### config.mk
export PLATFORM = sky130hd
export DESIGN_NAME = rv_rsq_wr
export DESIGN_NICKNAME = d
export VERILOG_FILES = /design/src/rtl/rv_rsq_wr_pkg.sv /design/src/rtl/rv_rsq_entry.sv /design/src/rtl/rv_rsq_wr.sv
export SDC_FILE = /design/constraint.sdc
export NUM_CORES = 1
export LEC_CHECK = 0
export BUFFER_PORTS_ARGS = -buffer_cell sky130_fd_sc_hd__buf_2
export CORE_UTILIZATION = 60
export DETAILED_ROUTE_END_ITERATION = 7
export GPL_TIMING_DRIVEN = 0
export PLACE_DENSITY = 0.8
export SYNTH_ARGS = -nofsm -noshare
export SYNTH_HDL_FRONTEND = slang
export SYNTH_HIERARCHICAL = 1
export SYNTH_SLANG_ARGS = --single-unit
### constraint.sdc
create_clock -name clk -period 12.49 [get_ports clk]
set_input_delay 0.6245 -clock clk [delete_from_list [all_inputs] [get_ports clk]]
set_output_delay 0.6245 -clock clk [all_outputs]
set_load 0.02 [all_outputs]
### src/rtl/rv_rsq_wr_pkg.sv
// rv_rsq_wr_pkg: shared rv issue-queue widths, legal depths and entry next-state ops.
package rv_rsq_wr_pkg;
  localparam int RV_ITAG_WIDTH = 7;
  localparam int RV_DAT_WIDTH = 7;
  localparam int RV_CNT_WIDTH = 5;
  typedef enum logic [1:0] {OP_HOLD, OP_SHIFT, OP_WRITE, OP_CLEAR} ent_op_e;
  function automatic logic q_entries_legal(int n);
    return n == 8 || n == 12 || n == 16;
  endfunction
endpackage

### src/rtl/rv_rsq_entry.sv
// rv_rsq_entry: one issue-queue slot with hold/shift/write/clear mux and wakeup compare.
module rv_rsq_entry
  import rv_rsq_wr_pkg::*;
#(
  parameter int dat_width_g = RV_DAT_WIDTH,
  parameter int itag_width_g = RV_ITAG_WIDTH
) (
  input  logic                    clk,
  input  logic                    rst,
  input  ent_op_e                 op,
  input  logic                    sh_val,
  input  logic                    sh_rdy,
  input  logic [itag_width_g-1:0] sh_itag,
  input  logic [dat_width_g-1:0]  sh_dat,
  input  logic                    wr_rdy,
  input  logic [itag_width_g-1:0] wr_itag,
  input  logic [dat_width_g-1:0]  wr_dat,
  input  logic                    wake_v,
  input  logic [itag_width_g-1:0] wake_itag,
  output logic                    val,
  output logic                    rdy,
  output logic [itag_width_g-1:0] itag,
  output logic [dat_width_g-1:0]  dat
);
  logic val_q, val_d, rdy_q, rdy_d;
  logic [itag_width_g-1:0] itag_q, itag_d;
  logic [dat_width_g-1:0] dat_q, dat_d;
  always_comb begin
    val_d  = op == OP_CLEAR ? 1'b0 : op == OP_WRITE ? 1'b1 : op == OP_SHIFT ? sh_val : val_q;
    itag_d = op == OP_WRITE ? wr_itag : op == OP_SHIFT ? sh_itag : itag_q;
    dat_d  = op == OP_WRITE ? wr_dat : op == OP_SHIFT ? sh_dat : dat_q;
    rdy_d  = op == OP_CLEAR ? 1'b0 : op == OP_WRITE ? wr_rdy : op == OP_SHIFT ? sh_rdy : rdy_q;
    // wakeup evaluated on the post-mux contents so it follows a shifting entry
    rdy_d  = rdy_d | (val_d & wake_v & (itag_d == wake_itag));
  end
  always_ff @(posedge clk) begin
    if (rst) begin
      val_q  <= 1'b0;
      rdy_q  <= 1'b0;
      itag_q <= '0;
      dat_q  <= '0;
    end else begin
      val_q  <= val_d;
      rdy_q  <= rdy_d;
      itag_q <= itag_d;
      dat_q  <= dat_d;
    end
  end
  assign val  = val_q;
  assign rdy  = rdy_q;
  assign itag = itag_q;
  assign dat  = dat_q;
endmodule

### src/rtl/rv_rsq_wr.sv
// rv_rsq_wr: age-ordered issue-queue write side, compacted toward the top index for the priority mux.
module rv_rsq_wr
  import rv_rsq_wr_pkg::*;
#(
  parameter int q_num_entries_g = 16,
  parameter int q_dat_width_g = RV_DAT_WIDTH,
  parameter int q_itag_width_g = RV_ITAG_WIDTH
) (
  input  logic                                      clk,
  input  logic                                      rst,
  input  logic                                      flush,
  input  logic                                      in_v,
  input  logic [q_dat_width_g-1:0]                  in_dat,
  input  logic                                      in_rdy,
  input  logic [q_itag_width_g-1:0]                 in_src_itag,
  output logic                                      in_full,
  input  logic                                      wake_v,
  input  logic [q_itag_width_g-1:0]                 wake_itag,
  output logic [0:q_num_entries_g-1]                cond,
  output logic [0:q_dat_width_g*q_num_entries_g-1]  din,
  input  logic                                      issue_take,
  output logic [RV_CNT_WIDTH-1:0]                   cnt
);
  localparam int N = q_num_entries_g;
  localparam logic [RV_CNT_WIDTH-1:0] N_C = RV_CNT_WIDTH'(N);
  logic [RV_CNT_WIDTH-1:0] cnt_q, cnt_d, base, wr_slot, sel;
  logic any, take, wr;
  logic [N-1:0] shift_en;
  ent_op_e op [N];
  logic val_w [N];
  logic rdy_w [N];
  logic [q_itag_width_g-1:0] itag_w [N];
  logic [q_dat_width_g-1:0] dat_w [N];
  logic sh_val [N];
  logic sh_rdy [N];
  logic [q_itag_width_g-1:0] sh_itag [N];
  logic [q_dat_width_g-1:0] sh_dat [N];
  always_comb begin
    sel = '0;
    for (int i = 0; i < N; i++) if (cond[i]) sel = RV_CNT_WIDTH'(i);
    any = |cond;
    take = issue_take & any;
    wr = in_v & ~in_full;
    base = N_C - cnt_q;
    // with a take the valid block slides up one, freeing slot base itself
    wr_slot = take ? base : base - 1'b1;
    cnt_d = flush ? '0 : cnt_q + RV_CNT_WIDTH'(wr) - RV_CNT_WIDTH'(take);
    for (int i = 0; i < N; i++) begin
      shift_en[i] = take & (RV_CNT_WIDTH'(i) <= sel) & (RV_CNT_WIDTH'(i) >= base);
      op[i] = flush ? OP_CLEAR : (wr && wr_slot == RV_CNT_WIDTH'(i)) ? OP_WRITE : shift_en[i] ? OP_SHIFT : OP_HOLD;
    end
  end
  always_ff @(posedge clk) begin
    if (rst) cnt_q <= '0;
    else cnt_q <= cnt_d;
  end
  assign cnt = cnt_q;
  assign in_full = cnt_q == N_C;
  for (genvar g = 0; g < N; g++) begin : g_ent
    if (g == 0) begin : g_bot
      assign sh_val[g] = 1'b0;
      assign sh_rdy[g] = 1'b0;
      assign sh_itag[g] = '0;
      assign sh_dat[g] = '0;
    end else begin : g_up
      assign sh_val[g] = val_w[g-1];
      assign sh_rdy[g] = rdy_w[g-1];
      assign sh_itag[g] = itag_w[g-1];
      assign sh_dat[g] = dat_w[g-1];
    end
    rv_rsq_entry #(.dat_width_g(q_dat_width_g), .itag_width_g(q_itag_width_g)) u_ent (
      .clk(clk), .rst(rst), .op(op[g]),
      .sh_val(sh_val[g]), .sh_rdy(sh_rdy[g]), .sh_itag(sh_itag[g]), .sh_dat(sh_dat[g]),
      .wr_rdy(in_rdy), .wr_itag(in_src_itag), .wr_dat(in_dat),
      .wake_v(wake_v), .wake_itag(wake_itag),
      .val(val_w[g]), .rdy(rdy_w[g]), .itag(itag_w[g]), .dat(dat_w[g])
    );
    assign cond[g] = val_w[g] & rdy_w[g];
    assign din[g*q_dat_width_g +: q_dat_width_g] = dat_w[g];
  end
  a_depth: assert property (@(posedge clk) q_entries_legal(N))
    else $warning("rv_rsq_wr: unsupported queue depth %0d", N);
  a_take: assert property (@(posedge clk) disable iff (rst) !(issue_take && !any))
    else $warning("rv_rsq_wr: issue_take with no ready entry ignored");
  a_wr: assert property (@(posedge clk) disable iff (rst) !(in_v && in_full))
    else $warning("rv_rsq_wr: write dropped while queue full");
endmodule
Yosys cells after proc, flatten, opt, wreduce, memory -nomap -nowiden
Index checks and enable logic that the tools add are counted.

Logic and storage cells: 539. Bits in read-only memories: 0. Memories kept: 0. Bits of input ports: 28. Bits in writable memories: 0. Bits in registers: 261. Output and inout port bits: 134. Bits in latches: 0.

Bitwise gates (word level): 99. Shift operators: 0. Reductions and logical operators: 35. Order comparisons: 32. Equality and inequality tests: 80. Divide/modulo/power cells: 0. Multipliers: 0. Add/subtract/negate cells: 4. Multiplexer cells: 224.

Operators by type and width (number): $mux 7 (64); $mux 1 (113); $eq 7x7->1 (16); $and 1x1->1 (82); $mux 5 (15); $eq 2x2->1 const B (32); $mux 2 (32); $eq 5x4->1 const B (8); $ge 4x5->1 const A (8); $le 4x5->1 const A (8); $eq 2x1->1 const B (16); $reduce_bool 2->1 (16); $eq 5x3->1 const B (4); $ge 3x5->1 const A (4); $le 3x5->1 const A (4); $logic_and 1x1->1 (16); $or 1x1->1 (16); $reduce_or 16->1 (1); $eq 5x2->1 const B (2); $ge 1x5->1 const A (2); $ge 2x5->1 const A (2); $le 1x5->1 const A (2); $le 2x5->1 const A (2); $add 5x1->5 (1); 8 further kinds (8).

Longest topological paths before layout
Gate-level depths: netlist of run 1.

Word-level depth: 29. Gate-level depth with buffers: 20. Depth with buffers taken out: 17.

Cells and area by module
The synthesis of run 1 kept the hierarchy.

Modules (own cells, without submodules): rv_rsq_entry (area an instance 1002.2 um^2, times used 16, cells each 119, sequential area each 320.3 um^2); rv_rsq_wr (area an instance 1767.9 um^2, times used 1, cells each 246, sequential area each 100.1 um^2).

Least setup slack after synthesis of run 1
OpenSTA, ideal clock, no wires.

Kind: register to register. Start point: register cnt_q[0] (netlist: cnt[0]). End point: register g_ent[9].u_ent.rdy_q. Buffers on the path: 2. Arrival: 4.318 ns. Data required time: 12.432 ns. Period minus slack after synthesis: 4.376 ns. Setup slack: 8.114 ns. Stages on the path, launching flop included: 19. Library setup time: 0.058 ns. Cells stage by stage: dfxtp_1 buf_6 inv_1 ha_1 and2_1 ha_1 nor2b_1 nand2_1 mux2i_4 o22ai_1 or2_1 a41o_1 ha_1 buf_6 mux2i_1 o211a_1 or4b_1 nor4_1 o21ba_1.

RTL lines: start: declaration (RTL line rv_rsq_wr.sv:26) `logic [RV_CNT_WIDTH-1:0] cnt_q, cnt_d, base, wr_slot, sel;`; start signal: assignment (RTL line rv_rsq_wr.sv:55) `else cnt_q <= cnt_d;`; end signal: assignment (RTL line rv_rsq_entry.sv:44) `rdy_q <= rdy_d;`; end: declaration (RTL line rv_rsq_entry.sv:25) `logic val_q, val_d, rdy_q, rdy_d;`.

==> metrics.txt, run 1 <==
CTS Buf Count 30; Worst Hold End cnt[4]; Max Slew Vio Count 0; FF-to-FF path depth 18; Cell Count Post-Placement 2710; fmax 0.1849 GHz; Worst Hold Launch flush; share of the synthesized area in the top cell type 0.2935; Via Count 17231; crit-path cells buf_6 -> inv_1 -> ha_1 -> and2_1 -> ha_1 -> nor2b_1 -> nand2_1 -> mux2i_4 -> o21ai_1 -> o21ai_0 -> inv_1 -> ha_1 -> buf_6 -> mux2i_1 -> a211oi_1 -> or4b_1 -> nor4_1 -> o21ba_1; Critical Path Source cnt[0]; r2r startpoint cnt[0]; Req. time, crit path 12.99 ns; CP Capture Type flop; Reg clk slew, reported paths 0.06 ns; number of hold buffers added after cts 0; Sink Count 261; syn_area_per_cell 8.281 um^2; RR Endpoint g_ent[6].u_ent/rdy; layout cells sized above 1 0.1856; Worst IR Drop VDD 0.1196 mV; DIE AREA 30360 um^2; register area share after synthesis 0.2935; total wire length 53580 um; layout net count 2448; # IOs 162; Crit path top cell by count ha_1; crit share post-route 0.4330; Post-route DRC 0; post-route setup TNS 0 ns; number of global-route vias before repair 16511; Startpoint Class flop; Clock Skew 0.02470 ns; Placer Congestion 0.9694; top post-synthesis cells by area dfxtp_1 29%, mux2_2 8.1%, nor2_1 7.6%; Resized Gates After CTS 0; final hold vios 0; CTS tree done; #FFs+latches synth 261; Yosys cell types 71; CP Data Arrival Time 5.91 ns; Layout area overhead 13.58%; IO buf count 160; final setup fails 0; CP peak stage delay 0.64 ns; CTS max path bufs 3; Root Driver clkbuf_16; largest net degree at the start of global routing 61; Horiz. Die Dim 174.3 um; initial drt markers 1689; cell area after synthesis 17800 um^2; Initial Util 0.6153; Crit Path Class reg -> reg; post-route non-filler standard cell count 2766; Rows 62; Post-CTS Repair Setup Buffers 0; DRT Pass-1 Iters 5; CORE AREA 28940 um^2; initial antenna violation count 1; max cap viols 0; ys flop type dfxtp_1; Async S/R FF share, synth 0; Worst-Margin Slew 0.8845 ns; register-to-register setup slack 7.08 ns; ant diodes 0; synth cell count leaders 362 x nor2_1, 261 x dfxtp_1, 231 x a21oi_1, 130 x mux2i_1, 129 x a211oi_1; Lkg Pwr 9.694 nW; DP Wirelength 37270 um; vias per cell 6.230; Hold Path Depth 3; DR WL/cell 19.37 um; total grt overflow 0; Worst Hold Class in -> reg; CP Max Fanout 9; count leader, synth nor2_1; PD cells 129.3 nW/um^2; final worst path period need 5.408 ns; H-tree depth 1; total power 2.615 mW; later-pin clock latency in the skew report 0.58 ns; Yosys warning count 6; die height 174.3 um; first-pass GRT wire length 85140 um; antenna viol nets, final 0; CP max-delay cell o21ai_0; Post-synth EDFFs 0; Syn Inst Count 2150; run status completed; GR Util All Layers 0.3434; unrepaired setup endpoints after global routing false; relative slew slack 0.4103; cell taking the most area after synthesis dfxtp_1
[logic make-up after synthesis]
logic type,count (synthesis),synth area share
DFF,261,0.2935
buffers and inverters,185,0.05095
muxes,259,0.1553
and+or+nand+nor,762,0.2087
xor gates and xnor gates,6,0.004428
other,1,0.0002106
AOI/OAI and AO/OA,614,0.2429
adders and majority gates,62,0.04399
[report_power, final]
group	switching [mW]	leakage [nW]	internal [mW]
clock network	0.368	0.519	0.563
registers	0.0511	2.13	0.893
logic	0.453	7.04	0.287
total	0.872	9.69	1.74
[critical path, delay by kind of cell (launching register included)]
| kind | cells | cell delay, ns |
|---|---|---|
| buffers and inverters | 4 | 0.54 |
| flip-flops | 1 | 0.46 |
| adder cells (fa/ha/maj) | 3 | 0.93 |
| AND/OR/NAND/NOR | 5 | 1.74 |
| multiplexers | 2 | 0.53 |
| AO/OA/AOI/OAI | 4 | 1.17 |
[flip-flops by register name (all words and copies together) (netlist names)]
name              count
g_ent.u_ent/val      16
g_ent.u_ent/dat     112
g_ent.u_ent/itag    112
cnt                   5
g_ent.u_ent/rdy      16
[worst max-delay path by stage]
| stage | to | slack (ns) | cells after the start |
|---|---|---|---|
| 3_3_place_gp | g_ent[6].u_ent/rdy | 7.44 | 18 |
| 2_1_floorplan | g_ent[9].u_ent/rdy | 8.11 | 18 |
| 6_report | g_ent[6].u_ent/rdy | 7.08 | 18 |
| 4_1_cts | g_ent[6].u_ent/rdy | 7.27 | 18 |
| 5_1_grt | g_ent[6].u_ent/rdy | 6.71 | 18 |
| 3_5_place_dp | g_ent[6].u_ent/rdy | 7.34 | 18 |
[cell type report]
cell class	count	area, um^2
plain buffers	120	660.6
repair buffers	161	830.8
clock buffers	38	810.8
multi-input cells	1719	11730
well taps	384	480.5
fillers	2317	8713
inverters	65	246.5
flip-flops and latches	261	5225
clock inverters	18	240.2
[stage by stage]
stage | utilization | hold WS (ns) | cell area [um^2] | worst slack [ns]
4_1_cts | 0.6989 | 0.4731 | 20220 | 7.272
2_1_floorplan | - | 0.5774 | 17860 | 8.114
3_5_place_dp | 0.6625 | 0.4870 | 19170 | 7.336
5_1_grt | 0.6989 | 0.4887 | 20220 | 6.712
6_report | 0.6989 | 0.4915 | 20220 | 7.082
3_3_place_gp | 0.6615 | 0.4678 | 19140 | 7.443
[cells in the final DEF, fill, tap and decap left out, types with 50 or more instances in the layout]
cell type,instances
inv_1,63
o22ai_1,50
buf_2,207
mux2i_1,130
o211a_1,112
ha_1,61
nor2_1,362
a21oi_1,231
dfxtp_1,261
and2_1,108
nand2_1,104
mux2_2,128
clkbuf_1,56
nand2b_1,102
a211oi_1,129
[per-layer routing]
layer  global-route usage  vias up  part of all wire
li1                     -     8136                 -
met3              0.04418      141             0.086
met4               0.1290        2             0.035
met2               0.5476      777              0.44
met1               0.4720     8175              0.44
met5                    0        -           0.00026
(Power assumes the default switching activity.)
==> inputs of run 2 (changes only) <==
Clock period 12.49 ns to 5.5 ns, I/O delays scaled along.
==> run 2 against run 1 <==
  * Global-route usage did not move
  * Via count about the same
  * Core utilization barely moved
  * Cell area barely moved
  * Sequential power grew 130%
  * Total power grew 130%
  * Register-to-register slack got worse by 6.7 ns
  * Fmax grew 5.3%
  * Clock-buffer cell count unchanged
==> metrics.txt, run 2 (synthesized netlist as in run 1, its figures left out) <==
run status completed; CP Capture Type flop; initial antenna violation count 1; final hold vios 0; CP Data Arrival Time 5.66 ns; finished layout cell area 20220 um^2; Worst-Margin Slew 0.9111 ns; r2r startpoint cnt[0]; Startpoint Class flop; Crit Path Class reg -> reg; ant diodes 0; Worst Hold End cnt[4]; DR WL/cell 19.38 um; Worst Hold Class in -> reg; Initial Util 0.6153; Root Driver clkbuf_16; die height 174.3 um; Lkg Pwr 9.694 nW; Max Slew Vio Count 0; Hold Path Depth 3; number of global-route vias before repair 16511; Req. time, crit path 6.02 ns; DP Area 19170 um^2; most common cell after layout, fill and taps aside nor2_1; # IOs 162; RR Endpoint g_ent[10].u_ent/rdy; antenna viol nets, final 0; vias per cell 6.228; total grt overflow 0; final setup fails 0; GR Util All Layers 0.3434; final worst path period need 5.137 ns; CTS Buf Count 30; post-route setup TNS 0 ns; CTS tree done; Sink Count 261; Reg clk slew, reported paths 0.06 ns; Horiz. Die Dim 174.3 um; Worst Hold Launch flush; CTS max path bufs 3; Rows 62; crit share post-route 0.9339; CP Max Fanout 9; max cap viols 0; IO buf count 160; layout cells sized above 1 0.1860; PD cells 293.8 nW/um^2; DRT Pass-1 Iters 6; most frequent cells in the layout 362 x nor2_1, 261 x dfxtp_1, 231 x a21oi_1; H-tree depth 1; Clock Skew 0.02263 ns; largest net degree at the start of global routing 61; initial drt markers 1607; post-route non-filler standard cell count 2766; Setup WS post-layout 0.3633 ns; Cell Count Post-Placement 2710; FF-to-FF path depth 18; total power 5.942 mW; later-pin clock latency in the skew report 0.58 ns; unrepaired setup endpoints after global routing false; Via Count 17226; relative slew slack 0.3926; Worst IR Drop VDD 0.2719 mV; layout net count 2448; total wire length 53610 um; first-pass GRT wire length 85140 um; register-to-register setup slack 0.36 ns; CORE AREA 28940 um^2; Layout area overhead 13.60%; fmax 0.1947 GHz; DIE AREA 30360 um^2; DP Wirelength 37270 um; Post-route DRC 0; Placer Congestion 0.9694; pre-CTS WS 0.3464 ns
[run 2: cell types whose count changed in the layout (fill, tap and decap cells not counted)]
| cell | delta |
|---|---|
| nor2b_1 | -1 |
| nor2b_2 | +1 |
| o21ai_0 | -2 |
| o21ai_1 | +2 |
[run 2: worst max-delay path, stage by stage, from the launching register on]
cell,delay (ns)
dfxtp_1,0.46
buf_6,0.18
inv_1,0.11
ha_1,0.29
and2_1,0.17
ha_1,0.43
nor2b_2,0.30
nand2_1,0.13
mux2i_4,0.27
o21ai_1,0.25
o21ai_0,0.60
inv_1,0.12
ha_1,0.21
buf_6,0.14
mux2i_1,0.25
a211oi_1,0.12
or4b_1,0.55
nor4_1,0.34
o21ba_1,0.16
[run 2: cell type report]
cell class                      instances  area [um^2]
Multi-Input combinational cell       1719        11730
Fill cell                            2315         8711
Sequential cell                       261         5225
Timing Repair Buffer                  161        830.8
Clock buffer                           38        810.8
Buffer                                120        660.6
Tap cell                              384        480.5
Inverter                               65        246.5
Clock inverter                         18        240.2
[run 2: report_power, final]
group / total [mW] / switching (mW) / internal [mW]
clock: 2.12 / 0.837 / 1.28
sequential: 2.14 / 0.116 / 2.03
combinational: 1.68 / 1.03 / 0.652
total: 5.94 / 1.98 / 3.96
[run 2: timing repair]
item,in CTS,in global routing
hold buffers,0,0
setup endpoints to repair,0,8
resized for setup,0,3
buffers inserted,0,0
[run 2: worst max path at each step]
stage | from | endpoint | cells after the start
3_5_place_dp | cnt[0] | g_ent[6].u_ent/rdy | 18
3_3_place_gp | cnt[0] | g_ent[6].u_ent/rdy | 18
5_1_grt | cnt[0] | g_ent[9].u_ent/rdy | 18
2_1_floorplan | cnt[0] | g_ent[9].u_ent/rdy | 18
4_1_cts | cnt[0] | g_ent[6].u_ent/rdy | 18
6_report | cnt[0] | g_ent[10].u_ent/rdy | 18
[run 2: layer usage]
layer	routed length, um	part of all wire	vias to the layer above	GRT usage
met5	14	0.00026	-	0
met4	1917	0.036	2	0.1290
met3	4651	0.087	141	0.04418
met2	23590	0.44	754	0.5476
met1	23440	0.44	8201	0.4720
li1	-	-	8128	-
[run 2: metrics by stage]
step	hold slack (ns)	util
floorplan	0.3461	-
global placement	0.4678	0.6615
detailed placement	0.4870	0.6625
CTS	0.1236	0.6989
global route	0.1392	0.6990
finish	0.1415	0.6990
